[src/rtl/pipe_ctrl_pkg.sv]
// Shared definitions for the pipeline sequencing controller: stall encodings,
// controller states and the hardwired-zero register address.
package pipe_ctrl_pkg;

  localparam int unsigned StallVecW = 6;

  localparam logic [StallVecW-1:0] STALL_NONE = 6'b000000;
  localparam logic [StallVecW-1:0] STALL_IF   = 6'b000011;
  localparam logic [StallVecW-1:0] STALL_LU   = 6'b000111;
  localparam logic [StallVecW-1:0] STALL_MEM  = 6'b011111;

  localparam logic [4:0] ZeroRegAddr = 5'd0;

  typedef enum logic [1:0] {
    StRun,
    StMemWait,
    StFetchWait,
    StFetchDiscard
  } ctrl_state_e;

endpackage

[src/rtl/pipe_ctrl_hazard_detect.sv]
// Load-use hazard detection; purely combinational so the forwarding unit can reuse it.
module hazard_detect
  import pipe_ctrl_pkg::*;
(
  input  logic [4:0] rs1,
  input  logic [4:0] rs2,
  input  logic       rs1_re,
  input  logic       rs2_re,
  input  logic       isload,
  input  logic [4:0] loadrd,
  output logic       lu
);

  logic rs1_hit;
  logic rs2_hit;

  assign rs1_hit = rs1_re && (rs1 == loadrd);
  assign rs2_hit = rs2_re && (rs2 == loadrd);
  // x0 is hardwired to zero, so a load targeting it never produces a dependency.
  assign lu      = isload && (loadrd != ZeroRegAddr) && (rs1_hit || rs2_hit);

endmodule

[src/rtl/pipe_ctrl.sv]
// Pipeline stall/flush sequencing for the 5-stage core, with wrong-path fetch discard.
// Optional performance counters are built when PIPE_CTRL_PERF_EN is defined.
module pipe_ctrl
  import pipe_ctrl_pkg::*;
#(
  parameter int unsigned STALL_W = 6,
  parameter int unsigned CNT_W   = 32
) (
  input  logic               clk,
  input  logic               rst,
  input  logic [4:0]         id_rs1,
  input  logic [4:0]         id_rs2,
  input  logic               id_rs1_re,
  input  logic               id_rs2_re,
  input  logic               ex_isload,
  input  logic [4:0]         ex_loadrd,
  input  logic               ex_jump,
  input  logic               if_stall_req,
  input  logic               mem_stall_req,
  output logic [STALL_W-1:0] stall,
  output logic               ifjump,
`ifdef PIPE_CTRL_PERF_EN
  output logic [CNT_W-1:0]   perf_stall_cyc,
  output logic [CNT_W-1:0]   perf_flush_cnt,
  output logic [CNT_W-1:0]   perf_lu_cnt,
`endif
  output logic               if_discard
);

  ctrl_state_e          state_q, state_d;
  logic                 lu;
  logic [StallVecW-1:0] stall_vec;
  logic                 jump_taken;
  logic                 lu_bubble;
  logic                 discard_c;

  hazard_detect u_hazard_detect (
    .rs1    (id_rs1),
    .rs2    (id_rs2),
    .rs1_re (id_rs1_re),
    .rs2_re (id_rs2_re),
    .isload (ex_isload),
    .loadrd (ex_loadrd),
    .lu     (lu)
  );

  // Fixed-priority stall/flush selection; everything is forced quiet while in reset.
  always_comb begin
    stall_vec  = STALL_NONE;
    jump_taken = 1'b0;
    lu_bubble  = 1'b0;
    if (rst) begin
      if (mem_stall_req) begin
        stall_vec = STALL_MEM;
      end else if (ex_jump) begin
        jump_taken = 1'b1;
      end else if (lu) begin
        stall_vec = STALL_LU;
        lu_bubble = 1'b1;
      end else if (if_stall_req) begin
        stall_vec = STALL_IF;
      end
    end
  end

  always_comb begin
    state_d   = state_q;
    discard_c = 1'b0;
    unique case (state_q)
      StRun: begin
        if (mem_stall_req) begin
          state_d = StMemWait;
        end else if (ex_jump && if_stall_req) begin
          state_d = StFetchDiscard;
        end else if (!ex_jump && !lu && if_stall_req) begin
          state_d = StFetchWait;
        end
      end
      StMemWait: begin
        // The held jump is taken as soon as MEM releases, so it may orphan a pending fetch.
        if (!mem_stall_req) begin
          if (ex_jump && if_stall_req) begin
            state_d = StFetchDiscard;
          end else if (if_stall_req) begin
            state_d = StFetchWait;
          end else begin
            state_d = StRun;
          end
        end
      end
      StFetchWait: begin
        if (mem_stall_req) begin
          if (!if_stall_req) begin
            state_d = StMemWait;
          end
        end else if (!if_stall_req) begin
          state_d = StRun;
        end else if (ex_jump) begin
          state_d = StFetchDiscard;
        end
      end
      StFetchDiscard: begin
        if (!if_stall_req) begin
          discard_c = 1'b1;
          state_d   = mem_stall_req ? StMemWait : StRun;
        end
      end
      default: state_d = StRun;
    endcase
  end

  always_ff @(posedge clk or negedge rst) begin
    if (!rst) begin
      state_q <= StRun;
    end else begin
      state_q <= state_d;
    end
  end

  assign stall      = STALL_W'(stall_vec);
  assign ifjump     = jump_taken;
  assign if_discard = rst && discard_c;

`ifdef PIPE_CTRL_PERF_EN
  logic [CNT_W-1:0] stall_cyc_q, flush_cnt_q, lu_cnt_q;

  always_ff @(posedge clk or negedge rst) begin
    if (!rst) begin
      stall_cyc_q <= '0;
      flush_cnt_q <= '0;
      lu_cnt_q    <= '0;
    end else begin
      if (stall_vec[0]) stall_cyc_q <= stall_cyc_q + 1'b1;
      if (jump_taken)   flush_cnt_q <= flush_cnt_q + 1'b1;
      if (lu_bubble)    lu_cnt_q    <= lu_cnt_q + 1'b1;
    end
  end

  assign perf_stall_cyc = stall_cyc_q;
  assign perf_flush_cnt = flush_cnt_q;
  assign perf_lu_cnt    = lu_cnt_q;
`else
  // Keeps CNT_W referenced when the counters are compiled out.
  logic [CNT_W-1:0] unused_cnt_w;
  assign unused_cnt_w = '0;
`endif

endmodule

[config.mk]
export PLATFORM = sky130hd
export DESIGN_NAME = pipe_ctrl
export DESIGN_NICKNAME = d
export VERILOG_FILES = /design/src/rtl/pipe_ctrl_pkg.sv /design/src/rtl/pipe_ctrl_hazard_detect.sv /design/src/rtl/pipe_ctrl.sv
export SDC_FILE = /design/constraint.sdc
export NUM_CORES = 1
export LEC_CHECK = 0
export CAP_MARGIN = 20
export CORE_AREA = 2 2 39 41
export CTS_CLUSTER_SIZE = 25
export DETAILED_ROUTE_END_ITERATION = 16
export DIE_AREA = 0 0 41 43
export MAX_ROUTING_LAYER = met4
export PLACE_DENSITY = 0.72
export SYNTH_ARGS = -nofsm -noshare
export SYNTH_HDL_FRONTEND = slang
export SYNTH_HIERARCHICAL = 1
export SYNTH_SLANG_ARGS = --single-unit
export TNS_END_PERCENT = 100
[constraint.sdc]
create_clock -name clk -period 3 [get_ports clk]
set_input_delay 0.6 -clock clk [delete_from_list [all_inputs] [get_ports clk]]
set_output_delay 0.6 -clock clk [all_outputs]
set_load 0.02 [all_outputs]
==> qor.tcl, run 1 <==
set qor(postLayoutSetupSlackWorst_ps) 129
set qor(crit_path_max_cell_delay_ps) 540
set qor(worstPathMaxFanout) 3
set qor(arrival_ps) 2270
set qor(drive_gt1_share_pct) 18.1
set qor(mappedNetlistNets) 63
set qor(timing.final.setup_violations) 0
set qor(tritoncts.num_buffers) 3
set qor(groute.usage.overall_pct) 11.8
set qor(largest_regs) {state_q x2}
set qor(crit_top_cell) {nor2_1}
set qor(drt-total-wl_um) 827
set qor(yosys_cell_types) 21
set qor(post_synth_inst_count) 40
set qor(cts_tree) {yes}
set qor(total_power_uw) 165
set qor(drc) 0
set qor(ys_warn_count) 6
set qor(place.gp.congestion) 0.698
set qor(clock_sinks) 2
set qor(setup.worst_path.class) {in -> out}
set qor(synthesis.area_per_instance_um2) 7.57
set qor(dp_slack_ps) -353
set qor(drt_initial_violations) 5
set qor(crit_chain) {clkdlybuf4s50_1 -> or4_1 -> o21ai_1 -> a21oi_2 -> nor2_1 -> nor2_1 -> o21a_1 -> buf_2}
set qor(min-delay-path-class) {reg -> reg}
set qor(routed_vias) 382
set qor(cp.buffers_inverters) 2
set qor(grt_max_degree) 8
set qor(nNetsFinal) 97
set qor(grt_antenna_before_repair) 0
set qor(floorplan.initialDensity_pct) 21.9
set qor(largest_register_ffs) 2
set qor(rsz_0062_raised_after_global_routing) {false}
set qor(power.static_leakage_uw) 0.000288
set qor(io_buffer_count) 29
set qor(final_period_minus_worst_setup_slack_ps) 2870
set qor(route.detailed.wl_per_inst_um) 9.40
set qor(portion_of_the_post_synthesis_area_used_by_sequential_elements_pct) 16.5
set qor(final_cell_mix) {clkdlybuf4s50_1 (23), xor2_1 (8)}
set qor(clk_root_buffer_cell) {clkbuf_4}
set qor(layout-area-overhead-vs-synth_pct) 111
set qor(period_share_pct) 95.7
set qor(timing.critical_path.to_type) {primary output}
set qor(critical_path.startpoint_type) {input pin}
set qor(synth.largest_area_cell) {xor2_1}
set qor(synth-seq-cells) 2
set qor(clock_tree.htree_level_count) 1
set qor(die_w_um) 41
set qor(finalHoldViolations) 0
set qor(clock_skew_ps) 0.342
set qor(die_area_um2) 1760
set qor(first_global_vias) 390
set qor(placement_rows) 14
set qor(fmax_ghz) 0.348
set qor(detailedRoute.firstPassIterationCount) 4
set qor(vdd.ir_drop.worst_mv) 0.107
set qor(finalMaxSlewViolations) 0
set qor(placeableCoreArea_um2) 1380
set qor(grt_first_pass_wirelength_um) 1410
set qor(power.density_nw_per_um2) 258
set qor(synth_top_area_share_pct) 23.1
set qor(cts_buffer_depth) 2
set qor(numPlacedInstances) 85
set qor(worst_skew_pair.late_latency_ps) 220
set qor(path_clk_slew_ps) 30
set qor(global_route_overflow) 0
set qor(drv_cap) 0
set qor(top_level_ports) 31
set qor(most_common_library_cell_in_the_layout_ignoring_fill_and_taps) {clkdlybuf4s50_1}
set qor(largest_delay_contributor_family_on_the_critical_path) {simple AND/OR/NAND/NOR gates}
set qor(timing.critical_path.required_ps) 2400
set qor(synth_top_cells_by_area) {xor2_1 (23%), dfrtp_1 (17%), buf_4 (7.4%), xnor2_1 (5.8%), o21a_1 (5.0%)}
set qor(worst_path_max_delay_cell) {or4_1}
set qor(run_status) {finished, final reports clean}
set qor(final_antenna_net_count) 0
set qor(antenna_cells) 0
set qor(cell_area_synth_um2) 303
set qor(instances_no_fill) 88
set qor(max_flop_register) {state_q}
set qor(die_h_um) 43
set qor(route.detailed.vias_per_inst) 4.34
-- power breakdown --
group | switching, µW | internal, µW
logic | 29.6 | 44.4
registers | 1.46 | 29.4
clock network | 16.0 | 44.2
total | 47.1 | 118
-- worst min-delay path, cell delays in order, from the launching register on --
cell	delay (ps)
dfrtp_1	330
nor2_1	50
a21oi_1	120
-- final timing paths --
path / cells past startpoint / to / slack, ps / startpoint
setup / recovery: 8 / stall[0] / 130 / ex_loadrd[0]
hold / removal: 2 / state_q[1] / 550 / state_q[0]
setup reg to reg: 3 / state_q[0] / 2110 / state_q[1]
hold reg to reg: 2 / state_q[1] / 550 / state_q[0]
max in group asynchronous: 1 / state_q[1] / 2210 / rst
min in group asynchronous: 1 / state_q[0] / 600 / rst
-- Yosys cell counts --
cell type  count
a21oi_1        2
a22o_1         1
and2_2         1
and3_1         1
buf_4          3
conb_1         1
dfrtp_1        2
inv_1          2
nand2_1        2
nand3_1        2
nor2_1         3
nor2b_1        1
nor3b_1        1
nor4_1         1
nor4_2         1
o21a_1         2
o21ai_0        1
o21ai_1        2
or4_1          1
xnor2_1        2
xor2_1         8
-- per-stage QoR --
| step | cell area (µm²) | hold slack, ps | TNS, ps | utilization [%] |
|---|---|---|---|---|
| finish | 639 | 550 | 0 | 46.2 |
| CTS | 642 | 558 | 0 | 46.4 |
| detailed placement | 613 | 550 | -1010 | 44.3 |
| floorplan | 303 | 304 | 0 | - |
| global placement | 613 | 548 | -905 | 44.3 |
| global route | 639 | 587 | 0 | 46.2 |
-- kinds of logic (layout without fill, tap and decap cells) --
family | Yosys count | after routing | synth area share, %
simple gates | 14 | 14 | 27.3
xor+xnor | 10 | 10 | 28.9
compound gates | 8 | 8 | 16.1
buf+inv | 5 | 37 | 9.92
flops | 2 | 2 | 16.5
other cells | 1 | 1 | 1.24
-- repair_timing --
action                                  CTS  global route
pin swaps                                 0             3
endpoints found under the setup margin    3             3
hold buffers                              0             0
setup buffers                             0             0
resized for setup                        10             8
-- routing by layer --
metal,global-route usage [%],vias to the layer above,share of wire (%)
li1,-,196,-
met4,6.00,0,0
met5,-,-,0
met3,5.24,0,13
met1,12.5,162,39
met2,17.8,24,48
-- area by class of cell --
class	instances	area, µm²
Fill cell	145	744
Timing Repair Buffer	32	305
Multi-Input combinational cell	33	234
Sequential cell	2	50.0
Clock buffer	3	22.5
Tap cell	16	20.0
Inverter	2	7.51
No activity file was read; power rests on OpenSTA's default activity.
==> run 2: changes to the inputs <==
Settings changed: CAP_MARGIN 20 to 10.
==> results of run 2 <==
Final layout, timing and power as in run 1 (identical DEF).
==> run 3: changes to the inputs <==
Settings changed: GPL_ROUTABILITY_DRIVEN from default to 0.
Clock period 3 ns to 2.8 ns, I/O delays scaled along.
==> qor.tcl, run 3 (synthesis results as in run 1) <==
set qor(run_status) {finished, final reports clean}
set qor(routed_vias) 381
set qor(min-delay-path-class) {reg -> reg}
set qor(crit_start) {id_rs2[4]}
set qor(die_h_um) 43
set qor(power.density_nw_per_um2) 272
set qor(internal_power_uw) 127
set qor(clock_sinks) 2
set qor(largest_regs) {state_q x2}
set qor(layout.core_utilization_pct) 47.5
set qor(period_share_pct) 94.5
set qor(grt_first_pass_wirelength_um) 1390
set qor(cts_tree) {yes}
set qor(placeableCoreArea_um2) 1380
set qor(rsz_0062_raised_after_global_routing) {false}
set qor(setup.worst_path.class) {in -> out}
set qor(timing.final.setup_violations) 0
set qor(vdd.ir_drop.worst_mv) 0.112
set qor(seq_power_share_pct) 18.5
set qor(regToRegSetupSlack_ps) 1910
set qor(cts_buffer_depth) 2
set qor(arrival_ps) 2090
set qor(global_route_overflow) 0
set qor(finalHoldViolations) 0
set qor(post_cts.repair.setup_buffers) 0
set qor(sw_frac_of_total_pct) 28.5
set qor(antenna_cells) 0
set qor(worstPathMaxFanout) 2
set qor(drt-total-wl_um) 830
set qor(layout-area-overhead-vs-synth_pct) 117
set qor(timing.critical_path.required_ps) 2240
set qor(p_switching_uw) 50.9
set qor(max_flop_register) {state_q}
set qor(most_common_library_cell_in_the_layout_ignoring_fill_and_taps) {clkdlybuf4s50_1}
set qor(drv_cap) 0
set qor(first_global_vias) 388
set qor(placement_rows) 14
set qor(area_taken_by_flip_flops_and_latches_um2) 50.0
set qor(groute.usage.overall_pct) 11.7
set qor(floorplan.initialDensity_pct) 21.9
set qor(share_clk_of_total_power_pct) 36.2
set qor(clock_skew_ps) 0.342
set qor(final_period_minus_worst_setup_slack_ps) 2650
set qor(drive_gt1_share_pct) 18.1
set qor(multi_input_comb_area_um2) 234
set qor(route.detailed.vias_per_inst) 4.33
set qor(power.static_leakage_uw) 0.000312
set qor(clock_tree.htree_level_count) 1
set qor(timing.critical_path.to_type) {primary output}
set qor(detailedRoute.firstPassIterationCount) 4
set qor(path_clk_slew_ps) 30
set qor(final_cell_mix) {clkdlybuf4s50_1 (19), xor2_1 (8), dlymetal6s2s_1 (5)}
set qor(critical_path.startpoint_type) {input pin}
set qor(drc) 0
set qor(rr_endpoint) {state_q[0]}
set qor(largest_register_ffs) 2
set qor(crit_end) {stall[0]}
set qor(io_buffer_count) 29
set qor(finalMaxSlewViolations) 0
set qor(tritoncts.num_buffers) 3
set qor(combPwrFrac_pct) 45.3
set qor(regToRegStartpoint) {state_q[1]}
set qor(grt_max_degree) 8
set qor(dp_slack_ps) -473
set qor(worstRegToRegCells) 3
set qor(die_area_um2) 1760
set qor(n_fill_cell) 144
set qor(clk_root_buffer_cell) {clkbuf_4}
set qor(route.detailed.wl_per_inst_um) 9.43
set qor(drt_initial_violations) 5
set qor(worst_skew_pair.late_latency_ps) 220
set qor(nNetsFinal) 97
set qor(grt_antenna_before_repair) 0
set qor(fmax_ghz) 0.378
set qor(top_level_ports) 31
set qor(final_antenna_net_count) 0
set qor(die_w_um) 41
set qor(postLayoutSetupSlackWorst_ps) 153
run 3: changes by cell type in the layout (fill, tap and decap cells not counted), sizes merged:
cell / before / now
dlymetal6s2s: 3 / 5
clkdlybuf4s50: 23 / 19
dlygate4sd2: 0 / 2
run 3: how the worst min path moves through the flow:
| stage | startpoint | endpoint | slack [ps] | depth (start not counted) |
|---|---|---|---|---|
| floorplan | rst | state_q[0] | 260 | 0 |
| global placement | state_q[0] | state_q[1] | 550 | 2 |
| detailed placement | state_q[0] | state_q[1] | 550 | 2 |
| CTS | rst | state_q[0] | 560 | 1 |
| global route | rst | state_q[1] | 560 | 1 |
| finish | state_q[0] | state_q[1] | 550 | 2 |
run 3: timing repair:
| action | 4_1_cts | 5_1_grt |
|---|---|---|
| gates resized for setup | 16 | 11 |
| pin swaps | 1 | 4 |
| hold endpoints to repair | 0 | 0 |
| endpoints found under the setup margin | 3 | 3 |
| hold buffers | 0 | 0 |
run 3: metrics by stage:
| step | power (µW) | cells | area, µm² | hold WS (ps) | TNS [ps] |
|---|---|---|---|---|---|
| floorplan | 66.5 | 40 | 303 | 264 | 0 |
| global placement | 115 | 85 | 613 | 548 | -1260 |
| detailed placement | 115 | 85 | 613 | 550 | -1370 |
| CTS | 180 | 88 | 624 | 558 | 0 |
| global route | 194 | 88 | 657 | 561 | 0 |
| finish | 178 | 88 | 657 | 550 | 0 |
run 3: worst max-delay path: stages:
cell	delay (ps)
clkdlybuf4s50_1	410
xor2_1	140
nor4_1	240
nand3_1	130
a21oi_2	180
nor2_1	60
nor2_1	80
o21a_1	160
buf_6	130
run 3: final cells by class:
| cell class | instances | area share (%) |
|---|---|---|
| inverter | 2 | 1.14 |
| multi-input combinational | 33 | 35.6 |
| tap | 16 | 3.05 |
| sequential | 2 | 7.62 |
| timing repair buffer | 32 | 49.1 |
| clock buffer | 3 | 3.43 |
run 3: metal layers:
metal  track usage [%]  share of wire (%)  up-vias
met5                 -                  0        -
met4              6.00                  0        0
met3              5.24                 13        0
met2              17.5                 48       24
met1              12.5                 39      161
li1                  -                  -      196
run 3: power groups by stage:
stage          Sequential, µW  Clock (µW)  Combinational, µW
3_5_place_dp             33.4           0               82.1
3_3_place_gp             33.4           0               81.6
6_report                 33.0        64.6               80.8
5_1_grt                  33.5        72.4               87.8
4_1_cts                  33.1        67.6               79.4
2_1_floorplan            33.0           0               33.5
